## src/rtl/hdmi_timing_ctrl.sv

```systemverilog
// Raster timing generator: sync, data enable and pixel coordinates for the HDMI output register stage.
// Latency: one clock from counter position to registered outputs. No backpressure; en low parks the raster at the frame origin.
module hdmi_timing_ctrl #(
    parameter int H_ACTIVE   = 640,
    parameter int H_FP       = 16,
    parameter int H_SYNC     = 96,
    parameter int H_BP       = 48,
    parameter int V_ACTIVE   = 480,
    parameter int V_FP       = 10,
    parameter int V_SYNC     = 2,
    parameter int V_BP       = 33,
    parameter int H_SYNC_POL = 0,
    parameter int V_SYNC_POL = 0
) (
    input  logic        clk,
    input  logic        rst,
    input  logic        en,
    output logic        h_sync,
    output logic        v_sync,
    output logic        data_en,
    output logic [11:0] x,
    output logic [11:0] y,
    output logic        vblank,
    output logic        line_start,
    output logic        frame_start,
    output logic [15:0] frame_count
);

    localparam int H_TOTAL = H_ACTIVE + H_FP + H_SYNC + H_BP;
    localparam int V_TOTAL = V_ACTIVE + V_FP + V_SYNC + V_BP;

    localparam logic [11:0] H_FP_START   = 12'(H_ACTIVE);
    localparam logic [11:0] H_SYNC_START = 12'(H_ACTIVE + H_FP);
    localparam logic [11:0] H_BP_START   = 12'(H_ACTIVE + H_FP + H_SYNC);
    localparam logic [11:0] H_LAST       = 12'(H_TOTAL - 1);
    localparam logic [11:0] V_FP_START   = 12'(V_ACTIVE);
    localparam logic [11:0] V_SYNC_START = 12'(V_ACTIVE + V_FP);
    localparam logic [11:0] V_BP_START   = 12'(V_ACTIVE + V_FP + V_SYNC);
    localparam logic [11:0] V_LAST       = 12'(V_TOTAL - 1);

    localparam logic HS_ON = (H_SYNC_POL != 0);
    localparam logic VS_ON = (V_SYNC_POL != 0);

    typedef enum logic [1:0] {
        PH_ACTIVE,
        PH_FRONT,
        PH_SYNC,
        PH_BACK
    } phase_t;

    logic [11:0] hc;
    logic [11:0] vc;
    logic [11:0] hc_nxt;
    logic [11:0] vc_nxt;
    phase_t      h_ph;
    phase_t      v_ph;
    phase_t      h_ph_nxt;
    phase_t      v_ph_nxt;
    logic        h_wrap;
    logic        v_wrap;
    logic        at_origin;

    assign h_wrap    = (hc == H_LAST);
    assign v_wrap    = (vc == V_LAST);
    assign at_origin = (hc == 12'd0) && (vc == 12'd0);

    always_ff @(posedge clk or posedge rst) begin
        if (rst) begin
            hc   <= '0;
            vc   <= '0;
            h_ph <= PH_ACTIVE;
            v_ph <= PH_ACTIVE;
        end else begin
            hc   <= hc_nxt;
            vc   <= vc_nxt;
            h_ph <= h_ph_nxt;
            v_ph <= v_ph_nxt;
        end
    end

    // Phase registers track the phase of the counter value they sit beside,
    // so transitions are keyed on the counter value being loaded next.
    always_comb begin
        hc_nxt   = hc;
        vc_nxt   = vc;
        h_ph_nxt = h_ph;
        v_ph_nxt = v_ph;
        if (!en) begin
            hc_nxt   = '0;
            vc_nxt   = '0;
            h_ph_nxt = PH_ACTIVE;
            v_ph_nxt = PH_ACTIVE;
        end else begin
            hc_nxt = h_wrap ? 12'd0 : hc + 12'd1;
            case (h_ph)
                PH_ACTIVE: if (hc_nxt == H_FP_START)   h_ph_nxt = PH_FRONT;
                PH_FRONT:  if (hc_nxt == H_SYNC_START) h_ph_nxt = PH_SYNC;
                PH_SYNC:   if (hc_nxt == H_BP_START)   h_ph_nxt = PH_BACK;
                PH_BACK:   if (h_wrap)                 h_ph_nxt = PH_ACTIVE;
                default:                               h_ph_nxt = PH_ACTIVE;
            endcase
            if (h_wrap) begin
                vc_nxt = v_wrap ? 12'd0 : vc + 12'd1;
                case (v_ph)
                    PH_ACTIVE: if (vc_nxt == V_FP_START)   v_ph_nxt = PH_FRONT;
                    PH_FRONT:  if (vc_nxt == V_SYNC_START) v_ph_nxt = PH_SYNC;
                    PH_SYNC:   if (vc_nxt == V_BP_START)   v_ph_nxt = PH_BACK;
                    PH_BACK:   if (v_wrap)                 v_ph_nxt = PH_ACTIVE;
                    default:                               v_ph_nxt = PH_ACTIVE;
                endcase
            end
        end
    end

    always_ff @(posedge clk or posedge rst) begin
        if (rst) begin
            h_sync      <= ~HS_ON;
            v_sync      <= ~VS_ON;
            data_en     <= 1'b0;
            x           <= '0;
            y           <= '0;
            vblank      <= 1'b0;
            line_start  <= 1'b0;
            frame_start <= 1'b0;
            frame_count <= '0;
        end else if (!en) begin
            // Idle outputs; frame_count keeps its value across an aborted frame.
            h_sync      <= ~HS_ON;
            v_sync      <= ~VS_ON;
            data_en     <= 1'b0;
            x           <= '0;
            y           <= '0;
            vblank      <= 1'b0;
            line_start  <= 1'b0;
            frame_start <= 1'b0;
        end else begin
            h_sync      <= (h_ph == PH_SYNC) ? HS_ON : ~HS_ON;
            v_sync      <= (v_ph == PH_SYNC) ? VS_ON : ~VS_ON;
            data_en     <= (h_ph == PH_ACTIVE) && (v_ph == PH_ACTIVE);
            x           <= hc;
            y           <= vc;
            vblank      <= (v_ph != PH_ACTIVE);
            line_start  <= (hc == 12'd0);
            frame_start <= at_origin;
            if (at_origin) begin
                frame_count <= frame_count + 16'd1;
            end
        end
    end

endmodule

```

## config.mk

```make
export PLATFORM = sky130hd
export DESIGN_NAME = hdmi_timing_ctrl
export DESIGN_NICKNAME = d
export VERILOG_FILES = /design/src/rtl/hdmi_timing_ctrl.sv
export SDC_FILE = /design/constraint.sdc
export NUM_CORES = 1
export LEC_CHECK = 0
export ABC_AREA = 1
export CELL_PAD_IN_SITES_DETAIL_PLACEMENT = 1
export CELL_PAD_IN_SITES_GLOBAL_PLACEMENT = 1
export CORE_ASPECT_RATIO = 1.4
export CORE_MARGIN = 2
export CORE_UTILIZATION = 41
export CTS_CLUSTER_DIAMETER = 40
export DETAILED_ROUTE_END_ITERATION = 12
export GPL_ROUTABILITY_DRIVEN = 1
export PLACE_DENSITY_LB_ADDON = 0.1
export SYNTH_ARGS = -nofsm -noshare
export SYNTH_HDL_FRONTEND = slang
export SYNTH_SLANG_ARGS = --single-unit
```

## constraint.sdc

```tcl
create_clock -name clk -period 3.1 [get_ports clk]
set_clock_uncertainty 0.15 [all_clocks]
set_input_delay 0.62 -clock clk [delete_from_list [all_inputs] [get_ports clk]]
set_output_delay 0.62 -clock clk [all_outputs]
set_load 0.02 [all_outputs]
```

==> results.md <==
- Crit share post-route: 0.765
- Routed len/inst: 15.0 um
- DRC: 0
- Post-CTS setup buffers: 0
- Nets: 569
- Reg-to-reg endpoint: h_ph[0]$_DFFE_PP0P_
- Post-Syn Area: 3950 um2
- Achievable frequency: 0.422 GHz
- R2R depth: 13
- Max capacitance violation total: 0
- Avg Cell Area, Syn: 7.96 um2
- GR Util All Layers: 0.205
- RSZ-0062 raised after global routing: false
- IO Count: 49
- Clock root buffer: clkbuf_16
- Post-route design area: 4820 um2
- Chip Width: 87.0 um
- Crit path arrival time: 2480 ps
- Mapped Nets: 515
- Largest net degree at the start of global routing: 52
- Status: finished clean
- Remaining antenna violation count: 0
- Area grow syn2layout: 22.0%
- Hold Startpoint: frame_count[9]$_DFFE_PP0P_
- Cell depth of the worst hold path: 1
- R2r startpoint: hc[0]$_DFF_PP0_
- CTS buffer count: 9
- Syn Inst Count: 497
- Diode count: 0
- Critical Path RT: 3210 ps
- Vias/cell: 5.03
- Worst Hold Class: reg2reg
- Power per Cell Area: 509 nW/um2
- Post-placement cell count: 650
- Vias in the first global route: 3625
- Setup tns final: 0 ps
- FF+latch count, synth: 74
- Core Area: 9410 um2
- Maximum root-to-sink buffer count: 2
- Chip Height: 120 um
- Fillcell total: 1146
- Share of post-route cells with drive strength above 1: 0.0922
- Gpl congestion: 0.906
- Antenna violations before repair: 0
- Crit-path max cell delay: 490 ps
- Routed WL: 9920 um
- Most common cell after layout, fill and taps aside: nand2_1
- Port Buffers: 48
- CP max FO: 8
- Maximum VDD drop: 0.284 mV
- Slowest CP cell: dfrtp_1
- Static Leak: 2.49 nW
- Seq/Total Area, Yosys: 0.469
- Clock latency on the worst-skew pair: 340 ps
- CTS resizes: 0
- CP Class: reg2reg
- Most frequent cells in the layout: nand2_1, inv_1, dfrtp_1
- Clk slew on worst S/H paths: 50 ps
- Final Non-Filler Cells: 663
- Worst slew margin: 0.633
- DRC violation total after the first TritonRoute iteration: 112
- Clock Sinks: 74
- Worst slew pin tran: 549 ps
- Initial Util: 0.420
- Placed Area: 4560 um2
- R2R Setup Slk: 730 ps
- Wire length of the first global-routing pass: 16800 um
- Top cell by count, worst path: nand2_1
- Synth cell types: 33
- Setup violations, final: 0
- Crit. End Element: register
- YS warnings: 0
- Crit path time final: 2370 ps
- H-tree lvl count: 3
- Hold Fails Final Rpt: 0
- CTS Hold Buffers Added: 0
- Critical Path, Cell by Cell: ha_1 -> nand2_1 -> nor2_2 -> nand3_2 -> nand3_1 -> nand3_1 -> nor2_1 -> nand2_1 -> nand2_1 -> nand3_2 -> nand2_1 -> nand2_1 -> nor2_1
- Critical path launch point type: register
- Die ar.: 10500 um2
- Worst Hold Path EP: frame_count[9]$_DFFE_PP0P_
- GRT overflow: 0
- CTS tree: done
- Pins Over Slew Limit: 0
- DR pass1 iterations: 4
- Vias: 3334
- Dpl hpwl: 7470 um
- Row Count: 42
## where the power goes
part           switching, W  leakage [nW]  internal (W)
Combinational      0.000245          1.36      0.000173
Sequential        0.0000669          1.00       0.00103
Clock              0.000370         0.128      0.000572
Total              0.000682          2.49       0.00178
## synthesized netlist by cell type
cell        n  area share
a31oi_1     1      0.0016
inv_2       9      0.0085
or2_1       1      0.0016
nor3b_4     1      0.0047
o21ai_1     7      0.0089
clkbuf_1    4      0.0038
o22ai_1    12       0.019
nor2_1     62       0.059
nor3_4      1      0.0041
dfrtp_1    72        0.46
inv_1      76       0.072
nor2_4      3      0.0085
buf_2       1      0.0013
nor4_1      2      0.0032
xor2_1     11       0.024
nand3_1    27       0.034
nor2_2      5      0.0079
and3_1      1      0.0016
nand2_1   130        0.12
nor3b_1     1      0.0019
dfstp_2     2       0.013
xnor2_1     6       0.013
nand3b_1    3      0.0057
nor3_2      3      0.0076
buf_4       3      0.0057
nand2_2     6      0.0095
nor3_1      6      0.0076
nand3_2     5       0.013
nor3b_2     1      0.0032
ha_1       15       0.047
nand4_1    13       0.021
o21ai_0     5      0.0063
clkinv_1    2      0.0019
## worst max path at each step
| stage | from | to | slack [ps] | cells after the start |
|---|---|---|---|---|
| after floorplan | rst | data_en$_DFF_PP0_ | 450 | 1 |
| after global placement | en | frame_count[10]$_DFFE_PP0P_ | 650 | 9 |
| after detailed placement | en | frame_count[10]$_DFFE_PP0P_ | 540 | 9 |
| after CTS | hc[0]$_DFF_PP0_ | h_ph[0]$_DFFE_PP0P_ | 700 | 13 |
| after global routing | hc[0]$_DFF_PP0_ | h_ph[0]$_DFFE_PP0P_ | 440 | 13 |
| final | hc[0]$_DFF_PP0_ | h_ph[0]$_DFFE_PP0P_ | 730 | 13 |
## sequential cells by signal, summed over array words and instances (netlist names), 2 cells and up
signal       flops
frame_count     16
hc              12
vc              12
x               12
y               12
h_ph             2
v_ph             2
## worst max-delay path: cells and delay by family, from the launching register on
kind                       cells  cell delay, ps
adders and majority gates      1             230
DFF                            1             490
and+or+nand+nor               12            1420
## cells by family after synthesis
logic type / share of synthesized area
AOI/OAI and AO/OA: 0.0358
DFF: 0.469
adders and majority gates: 0.0475
xor gates and xnor gates: 0.0377
and+or+nand+nor: 0.317
buffers and inverters: 0.0934
## metal layers
layer / wire length (um) / global-route usage / vias to the layer above
met3: 202 / 0.0232 / 17
met4: 248 / 0.0889 / 0
met2: 5340 / 0.373 / 55
met1: 4130 / 0.236 / 1618
met5: 0 / 0 / -
li1: - / - / 1644
## area by class of cell
| type | count | area, um2 | share of cell area |
|---|---|---|---|
| Sequential cell | 74 | 1850 | 0.384 |
| Multi-Input combinational cell | 328 | 1730 | 0.359 |
| Timing Repair Buffer | 51 | 515 | 0.107 |
| Tap cell | 110 | 138 | 0.0285 |
| Inverter | 87 | 327 | 0.0677 |
| Clock buffer | 13 | 260 | 0.0539 |
## through the flow
step	util	power (W)	hold WS (ps)	setup slack, ps
detailed placement	0.485	0.00154	362	545
floorplan	-	0.00136	324	452
finish	0.513	0.00246	362	730
CTS	0.513	0.00249	370	702
global route	0.513	0.00257	392	436
global placement	0.485	0.00153	335	650
No activity file was read; power rests on OpenSTA's default activity.
